==> src/rtl/ex_muldiv_if.sv <==
// ex_muldiv_if: handshake and data bundle between the execute stage and the
// iterative RV32M multiply/divide unit. The execute/control side uses the master
// modport. The multiply/divide unit uses the slave modport.
interface ex_muldiv_if #(
  parameter int XLEN = 32
);
  logic            start_i;
  logic [2:0]      op_i;
  logic [XLEN-1:0] op1_i;
  logic [XLEN-1:0] op2_i;
  logic [4:0]      rd_addr_i;
  logic            flush_i;
  logic            hold_flag_o;
  logic            busy_o;
  logic [XLEN-1:0] result_o;
  logic [4:0]      rd_addr_o;
  logic            rd_wen_o;

  modport master (
    output start_i, op_i, op1_i, op2_i, rd_addr_i, flush_i,
    input  hold_flag_o, busy_o, result_o, rd_addr_o, rd_wen_o
  );

  modport slave (
    input  start_i, op_i, op1_i, op2_i, rd_addr_i, flush_i,
    output hold_flag_o, busy_o, result_o, rd_addr_o, rd_wen_o
  );
endinterface

==> src/rtl/ex_muldiv.sv <==
// ex_muldiv: iterative RV32M multiply/divide unit beside the execute ALU.
//
// Signed operations are computed on operand magnitudes. The sign is applied in
// the last iteration. Multiply uses shift-add. Divide uses restoring
// shift-subtract. Each CALC cycle retires UNROLL bits.
//
// Divide-by-zero and signed overflow finish on a one-cycle fast path.
//
// Optional feature macro: EX_MULDIV_FAST_MUL_EN
//   When defined, all multiplies use a combinational XLEN x XLEN multiplier and
//   complete in one cycle. When undefined, multiplies iterate like divides and
//   no hardware multiplier is inferred.
module ex_muldiv #(
  parameter int XLEN   = 32,
  parameter int UNROLL = 1
) (
  input  logic       clk,
  input  logic       rst,
  ex_muldiv_if.slave bus
);

  localparam logic [2:0] OP_MUL    = 3'b000;
  localparam logic [2:0] OP_MULH   = 3'b001;
  localparam logic [2:0] OP_MULHSU = 3'b010;
  localparam logic [2:0] OP_MULHU  = 3'b011;
  localparam logic [2:0] OP_DIV    = 3'b100;
  localparam logic [2:0] OP_DIVU   = 3'b101;
  localparam logic [2:0] OP_REM    = 3'b110;
  localparam logic [2:0] OP_REMU   = 3'b111;

  localparam int              NSTEP    = XLEN / UNROLL;
  localparam int              CNT_W    = $clog2(NSTEP + 1);
  localparam logic [CNT_W-1:0] CNT_INIT = CNT_W'(NSTEP);
  localparam logic [XLEN-1:0] MIN_NEG  = {1'b1, {(XLEN-1){1'b0}}};

  typedef enum logic [1:0] {
    S_IDLE,
    S_CALC,
    S_DONE
  } state_t;

  // Two's-complement negation of one XLEN word.
  function automatic logic [XLEN-1:0] neg_f(input logic [XLEN-1:0] x);
    return ~x + XLEN'(1);
  endfunction

  // Apply the latched result sign to a magnitude.
  function automatic logic [XLEN-1:0] sign_fix_f(input logic [XLEN-1:0] x,
                                                 input logic            neg);
    return neg ? neg_f(x) : x;
  endfunction

  // Control state.
  state_t           state_q, state_nxt;
  logic [CNT_W-1:0] cnt_q;
  logic             busy_q;
  logic             wen_q;
  logic [XLEN-1:0]  res_q;
  logic [4:0]       rd_out_q;
  logic             hold;
  logic             start_ok;

  // Latched operation context and the datapath working registers.
  logic [2:0]       op_q;
  logic [4:0]       rd_q;
  logic             neg_q;
  logic [XLEN-1:0]  acc_q;    // product high half / partial remainder
  logic [XLEN-1:0]  lo_q;     // multiplier->product low half / dividend->quotient
  logic [XLEN-1:0]  mcand_q;  // multiplicand or divisor magnitude

  // Operand decode at the start edge.
  logic            is_div_i;
  logic            s1_i, s2_i;
  logic [XLEN-1:0] mag1_i, mag2_i;
  logic            neg_i;
  logic            div_zero_i, ovf_i;
  logic            fast_i;
  logic [XLEN-1:0] fast_res;

  // Iteration datapath.
  logic [XLEN-1:0] acc_n, lo_n;
  logic [XLEN:0]   rtmp, sum;
  logic [XLEN-1:0] calc_res;

  // Decode signedness and magnitudes, and detect the fast-path corner cases.
  always_comb begin
    is_div_i   = bus.op_i[2];
    s1_i       = ((bus.op_i == OP_MULH) || (bus.op_i == OP_MULHSU) ||
                  (bus.op_i == OP_DIV)  || (bus.op_i == OP_REM)) && bus.op1_i[XLEN-1];
    s2_i       = ((bus.op_i == OP_MULH) || (bus.op_i == OP_DIV) ||
                  (bus.op_i == OP_REM)) && bus.op2_i[XLEN-1];
    mag1_i     = sign_fix_f(bus.op1_i, s1_i);
    mag2_i     = sign_fix_f(bus.op2_i, s2_i);
    // The remainder follows the dividend sign. Other results use the XOR of the
    // operand signs. MUL keeps the low half, which needs no sign handling.
    neg_i      = (bus.op_i == OP_REM) ? s1_i : ((bus.op_i != OP_MUL) && (s1_i ^ s2_i));
    div_zero_i = is_div_i && (bus.op2_i == '0);
    ovf_i      = ((bus.op_i == OP_DIV) || (bus.op_i == OP_REM)) &&
                 (bus.op1_i == MIN_NEG) && (bus.op2_i == '1);
  end

`ifdef EX_MULDIV_FAST_MUL_EN
  logic signed [2*XLEN-1:0] ext1_i, ext2_i, full_i;
  logic        [XLEN-1:0]   mul_res_i;

  // Single-cycle multiply on sign- or zero-extended operands.
  always_comb begin
    ext1_i    = {{XLEN{s1_i}}, bus.op1_i};
    ext2_i    = {{XLEN{s2_i}}, bus.op2_i};
    full_i    = ext1_i * ext2_i;
    mul_res_i = (bus.op_i == OP_MUL) ? full_i[XLEN-1:0] : full_i[2*XLEN-1:XLEN];
  end
`endif

  // Select the results that finish without iterating.
  always_comb begin
    fast_i   = 1'b0;
    fast_res = '0;
    if (div_zero_i) begin
      fast_i   = 1'b1;
      fast_res = bus.op_i[1] ? bus.op1_i : '1;
    end else if (ovf_i) begin
      fast_i   = 1'b1;
      fast_res = bus.op_i[1] ? '0 : bus.op1_i;
    end
`ifdef EX_MULDIV_FAST_MUL_EN
    else if (!is_div_i) begin
      fast_i   = 1'b1;
      fast_res = mul_res_i;
    end
`endif
  end

  // Perform UNROLL shift-add or restoring shift-subtract steps per cycle.
  always_comb begin
    acc_n = acc_q;
    lo_n  = lo_q;
    rtmp  = '0;
    sum   = '0;
    for (int i = 0; i < UNROLL; i++) begin
      if (op_q[2]) begin
        rtmp = {acc_n, lo_n[XLEN-1]};
        lo_n = {lo_n[XLEN-2:0], 1'b0};
        if (rtmp >= {1'b0, mcand_q}) begin
          acc_n   = rtmp[XLEN-1:0] - mcand_q;
          lo_n[0] = 1'b1;
        end else begin
          acc_n = rtmp[XLEN-1:0];
        end
      end else begin
        sum   = {1'b0, acc_n} + (lo_n[0] ? {1'b0, mcand_q} : '0);
        acc_n = sum[XLEN:1];
        lo_n  = {sum[0], lo_n[XLEN-1:1]};
      end
    end
  end

  // Form the final result from the last step and apply the sign.
  always_comb begin
    calc_res = '0;
    case (op_q)
      OP_MUL:                        calc_res = lo_n;
      // The high half of a negated 2*XLEN product takes a carry only when the
      // low half is zero.
      OP_MULH, OP_MULHSU, OP_MULHU:  calc_res = neg_q ? (~acc_n + XLEN'(lo_n == '0)) : acc_n;
      OP_DIV, OP_DIVU:               calc_res = sign_fix_f(lo_n, neg_q);
      default:                       calc_res = sign_fix_f(acc_n, neg_q);
    endcase
  end

  // Compute the next state and the stall request. flush_i overrides everything.
  always_comb begin
    state_nxt = state_q;
    hold      = 1'b0;
    start_ok  = 1'b0;
    case (state_q)
      S_IDLE: begin
        if (bus.start_i && !bus.flush_i) begin
          start_ok  = 1'b1;
          hold      = 1'b1;
          state_nxt = fast_i ? S_DONE : S_CALC;
        end
      end
      S_CALC: begin
        hold = 1'b1;
        if (cnt_q == CNT_W'(1)) state_nxt = S_DONE;
      end
      S_DONE:  state_nxt = S_IDLE;
      default: state_nxt = S_IDLE;
    endcase
    if (bus.flush_i) state_nxt = S_IDLE;
  end

  // Update the state, counter and the registered result, address and enable.
  always_ff @(posedge clk) begin
    if (rst) begin
      state_q  <= S_IDLE;
      cnt_q    <= '0;
      busy_q   <= 1'b0;
      wen_q    <= 1'b0;
      res_q    <= '0;
      rd_out_q <= '0;
    end else begin
      state_q <= state_nxt;
      busy_q  <= (state_nxt != S_IDLE);
      wen_q   <= (state_nxt == S_DONE);
      case (state_q)
        S_IDLE: begin
          if (start_ok) begin
            cnt_q <= CNT_INIT;
            if (fast_i) begin
              res_q    <= fast_res;
              rd_out_q <= bus.rd_addr_i;
            end
          end
        end
        S_CALC: begin
          cnt_q <= cnt_q - CNT_W'(1);
          if (cnt_q == CNT_W'(1)) begin
            res_q    <= calc_res;
            rd_out_q <= rd_q;
          end
        end
        default: ;
      endcase
    end
  end

  // Capture the operation context at the start edge, then advance the datapath in CALC.
  always_ff @(posedge clk) begin
    if (start_ok) begin
      op_q    <= bus.op_i;
      rd_q    <= bus.rd_addr_i;
      neg_q   <= neg_i;
      acc_q   <= '0;
      lo_q    <= is_div_i ? mag1_i : mag2_i;
      mcand_q <= is_div_i ? mag2_i : mag1_i;
    end else if (state_q == S_CALC) begin
      acc_q <= acc_n;
      lo_q  <= lo_n;
    end
  end

  assign bus.hold_flag_o = hold;
  assign bus.busy_o      = busy_q;
  assign bus.result_o    = res_q;
  assign bus.rd_addr_o   = rd_out_q;
  assign bus.rd_wen_o    = wen_q;

endmodule

==> src/flat_wrapper.sv <==
// flat-port wrapper written by rule: the top's interface ports become plain ports
module ex_muldiv_flat 
#(
  parameter int XLEN   = 32,
  parameter int UNROLL = 1
)
  (clk, rst, bus_start_i, bus_op_i, bus_op1_i, bus_op2_i, bus_rd_addr_i, bus_flush_i, bus_hold_flag_o, bus_busy_o, bus_result_o, bus_rd_addr_o, bus_rd_wen_o);
  ex_muldiv_if #(.XLEN(XLEN)) bus_i ();
  input  logic clk;
  input  logic rst;
  input wire logic [$bits(bus_i.start_i)-1:0] bus_start_i;
  input wire logic [$bits(bus_i.op_i)-1:0] bus_op_i;
  input wire logic [$bits(bus_i.op1_i)-1:0] bus_op1_i;
  input wire logic [$bits(bus_i.op2_i)-1:0] bus_op2_i;
  input wire logic [$bits(bus_i.rd_addr_i)-1:0] bus_rd_addr_i;
  input wire logic [$bits(bus_i.flush_i)-1:0] bus_flush_i;
  output wire logic [$bits(bus_i.hold_flag_o)-1:0] bus_hold_flag_o;
  output wire logic [$bits(bus_i.busy_o)-1:0] bus_busy_o;
  output wire logic [$bits(bus_i.result_o)-1:0] bus_result_o;
  output wire logic [$bits(bus_i.rd_addr_o)-1:0] bus_rd_addr_o;
  output wire logic [$bits(bus_i.rd_wen_o)-1:0] bus_rd_wen_o;
  assign bus_i.start_i = bus_start_i;
  assign bus_i.op_i = bus_op_i;
  assign bus_i.op1_i = bus_op1_i;
  assign bus_i.op2_i = bus_op2_i;
  assign bus_i.rd_addr_i = bus_rd_addr_i;
  assign bus_i.flush_i = bus_flush_i;
  assign bus_hold_flag_o = bus_i.hold_flag_o;
  assign bus_busy_o = bus_i.busy_o;
  assign bus_result_o = bus_i.result_o;
  assign bus_rd_addr_o = bus_i.rd_addr_o;
  assign bus_rd_wen_o = bus_i.rd_wen_o;
  ex_muldiv #(.XLEN(XLEN), .UNROLL(UNROLL)) u_core (.clk(clk), .rst(rst), .bus(bus_i));
endmodule
==> config.mk <==
export PLATFORM = sky130hd
export DESIGN_NAME = ex_muldiv_flat
export DESIGN_NICKNAME = d
export VERILOG_FILES = /design/src/rtl/ex_muldiv_if.sv /design/src/rtl/ex_muldiv.sv /design/src/flat_wrapper.sv
export SDC_FILE = /design/constraint.sdc
export NUM_CORES = 1
export LEC_CHECK = 0
export CAP_MARGIN = 10
export CELL_PAD_IN_SITES_DETAIL_PLACEMENT = 1
export CELL_PAD_IN_SITES_GLOBAL_PLACEMENT = 2
export CORE_MARGIN = 1.5
export CORE_UTILIZATION = 36
export DETAILED_ROUTE_END_ITERATION = 10
export GPL_ROUTABILITY_DRIVEN = 0
export GPL_TIMING_DRIVEN = 0
export PLACE_DENSITY_LB_ADDON = 0.1
export SYNTH_ARGS = -nofsm -noshare
export SYNTH_HDL_FRONTEND = slang
export SYNTH_SLANG_ARGS = --single-unit
==> constraint.sdc <==
create_clock -name clk -period 7.97 [get_ports clk]
set_clock_uncertainty 0.15 [all_clocks]
set_input_delay 2.391 -clock clk [delete_from_list [all_inputs] [get_ports clk]]
set_output_delay 2.391 -clock clk [all_outputs]
set_load 0.005 [all_outputs]
==> impl_metrics.toml <==
[clocking]
clock_latency_ns = 0.47
numCtsBuffers = 17
cts_tree = "yes"
clock-sinks = 152
cts.htree.levels = 4
clockBufferDepth = 2
root_buffer = "clkbuf_16"
hold_buffers = 0
clk_pin_slew_ns = 0.07

[logic_synthesis]
synth.avg_cell_area_um2 = 7.61
ys.warnings.count = 0
yosysUniqueCellTypes = 97
syn_area_um2 = 16800
yosysSeqAreaShare_pct = 22.5
yosys-top-cells-area = "edfxtp_1 (13%), dfxtp_1 (9.4%), a21oi_1 (5.8%)"
ys_seq_elements = 152
synth-edff-count = 73
syn_nets = 2358
synthArstFlopShare_pct = 0
synth_ff_type = "dfxtp_1"
syn_inst = 2207
synth.top_cell.area_share_pct = 13.1
synth.largest_area_cell = "edfxtp_1"

[power_and_ir_drop]
power_frac_clock_pct = 24.7
power.internal_mw = 1.76
power_density_nw_per_um2 = 163
peakVddDrop_v = 0.000127
p_leak_nw = 7.12
p_sw_share_pct = 44.3
p_sw_mw = 1.40
p_comb_share_pct = 45.2
seq_power_share_pct = 30.0
p_total_mw = 3.16

[placement]
pre_cts_ws_ns = -2.30
dpl.cell_count = 2919
hpwl_mm = 70.1
place.port_buffers = 111

[timing]
max_freq_ghz = 0.128
setup_tns_ns = 0
period_share_pct = 98.1
slew_headroom_pct = 21.9
hold_viol = 0
rsz0062_at_grt = "no"
finalSetupViolCount = 0
slew_viol_final = 0
layout_setup_ws_ns = 0.153
min_period_ns = 7.82
tightest_slew_ns = 1.17

[final_layout]
syn2layout_area_growth_pct = 15.4
postLayoutCoreUtil_pct = 42.4
final_cell_mix = "nor2_1 (230), a21oi_1 (196), nand2_1 (188)"
layout-drive-gt1-share_pct = 6.32
final_common_cell = "nor2_1"
final_nets = 2495
layout.cells.non_filler = 2958

[drt]
vias = 18741
wire_per_inst_um = 28.8
dr.pass1.iters = 5
wl_mm = 85.1
drtAntennaViolNets = 0
drtIter0Drc = 1619
post-route-drc-count = 0
vias_per_cell = 6.34

[floorplan]
pin_count = 116
num_rows = 78
die_area_um2 = 47900
chipHeight_um = 219
initial_core_util_pct = 36.8
core_area_um2 = 45700
fp.dieW_um = 219

[run]
cap_violations = 0

[setup_path]
required_ns = 5.43
worstReg2RegEnd = "u_core.bus.result_o[22]"
worst-path-max-fanout = 10
cpMaxStageDelayCell = "nor2_2"
cp_slowest_stage_delay_ns = 0.67
cp-end-kind = "output port"
cp.arrival_ns = 5.28
r2r_start = "u_core.op_q[2]"
cp_cell_sequence = "clkdlybuf4s50_1, or3_1, clkinv_1, nor2_2, clkbuf_2, inv_1, clkdlybuf4s50_1"
critPathKind = "input pin to output port"
crit_path_end = "bus_hold_flag_o"
path_delay_family = "buffers and inverters"
reg2reg_depth = 22
critPathLaunchType = "input pin"
cp_common_cell = "clkdlybuf4s50_1"
crit_start = "bus_flush_i"
path_buf_inv = 5
path_depth = 7
rrSetupSlack_ns = 0.24

[grt]
antenna_found_initial = 2
track_usage_pct = 35.7
grt_pass1_vias = 19087
grt_overflow = 0
grt_first_pass_wirelength_mm = 126
grt_max_degree = 33

[status]
outcome = "finished clean"

[min_path]
hold_class = "flip-flop to flip-flop"
-- Yosys cell counts, types with 29 or more instances --
library cell	instances
and2_1	51
inv_1	62
nor2_1	231
a31oi_1	33
clkbuf_1	94
ha_1	73
edfxtp_1	73
nor3_1	75
dfxtp_1	79
a21oi_1	196
nand4_1	36
xnor2_1	97
o21ai_0	141
nand3_1	51
xor2_1	68
mux2i_1	93
or3_1	34
nand2_1	188
o31ai_1	29
-- worst reg2reg max path, cell delays in order (launching register included) --
cell and delay (ns):
edfxtp_1 0.42, buf_2 0.28, buf_2 0.32, clkbuf_4 0.43, buf_2 0.42, clkbuf_1 0.37, buf_2 0.34, o21ai_0 0.29
ha_1 0.26, o21ai_0 0.25, nand2b_1 0.37, nand2b_1 0.24, or3_1 0.42, or3_1 0.48, a2111oi_4 0.50, ha_4 0.26
nand3_1 0.13, nor4_4 0.31, buf_4 0.19, a31oi_1 0.13, a221o_1 0.37, a221o_1 0.44, a311oi_2 0.28
-- per-layer routing --
metal | share of wire [%] | track usage (%) | vias to the layer above
met3 | 5.6 | 4.26 | 215
li1 | - | - | 8499
met1 | 43 | 44.9 | 9234
met4 | 5.9 | 20.3 | 2
met2 | 46 | 58.9 | 791
met5 | 0.015 | 0 | -
-- worst min path at each step --
stage                                       start                       to  slack [ns]  cells after the start
after floorplan                   u_core.cnt_q[5]          u_core.cnt_q[5]        0.29                      1
final                     u_core.bus.rd_addr_o[0]  u_core.bus.rd_addr_o[0]        0.35                      2
after global routing              u_core.cnt_q[5]          u_core.cnt_q[5]        0.37                      1
after CTS                         u_core.cnt_q[5]          u_core.cnt_q[5]        0.35                      1
after global placement            u_core.cnt_q[5]          u_core.cnt_q[5]        0.32                      1
after detailed placement          u_core.cnt_q[5]          u_core.cnt_q[5]        0.34                      1
-- registers in the layout, summed over array words and instances, names as in the netlist --
name	count
u_core.op_q	3
u_core.neg_q	1
u_core.cnt_q	6
u_core.rd_q	5
u_core.bus.result_o	32
u_core.state_q	2
u_core.bus.rd_addr_o	5
u_core.mcand_q	32
u_core.bus.rd_wen_o	1
u_core.lo_q	32
u_core.bus.busy_o	1
u_core.acc_q	32
-- cells by family after synthesis --
family	after synthesis	share of synthesized area [%]
and+or+nand+nor	799	23.4
xor gates and xnor gates	165	8.61
muxes	112	6.84
DFF	152	22.5
adders and majority gates	75	5.68
AOI/OAI and AO/OA	702	28.1
buffers and inverters	202	4.91
-- power by group through the flow --
stage          registers, mW  logic, mW  clock network (mW)
6_report               0.948       1.43               0.781
5_1_grt                0.952       1.52               0.816
4_1_cts                0.945       1.39               0.793
3_5_place_dp           0.963       1.37                   0
3_3_place_gp           0.963       1.35                   0
2_1_floorplan          0.929      0.895                   0
-- repair_timing --
action | in CTS | in global routing
setup endpoints to repair | 33 | 9
buffers inserted | 6 | 2
resized for setup | 12 | 3
pin swaps | 2 | 2
-- cell type report --
class                           instances  area (um2)
Antenna cell                            1        2.50
Buffer                                136         582
Clock buffer                           18         429
Clock inverter                         14         115
Fill cell                            5644       26300
Inverter                               63         236
Multi-Input combinational cell       1853       12300
Sequential cell                       152        3770
Tap cell                              600         751
Timing Repair Buffer                  121        1220
-- through the flow --
step / hold slack [ns] / area (um2)
after floorplan: 0.294 / 16800
after global placement: 0.319 / 18600
after detailed placement: 0.337 / 18700
after CTS: 0.351 / 19300
after global routing: 0.370 / 19400
final: 0.351 / 19400
Note: power is estimated with default switching activity, not from simulation.
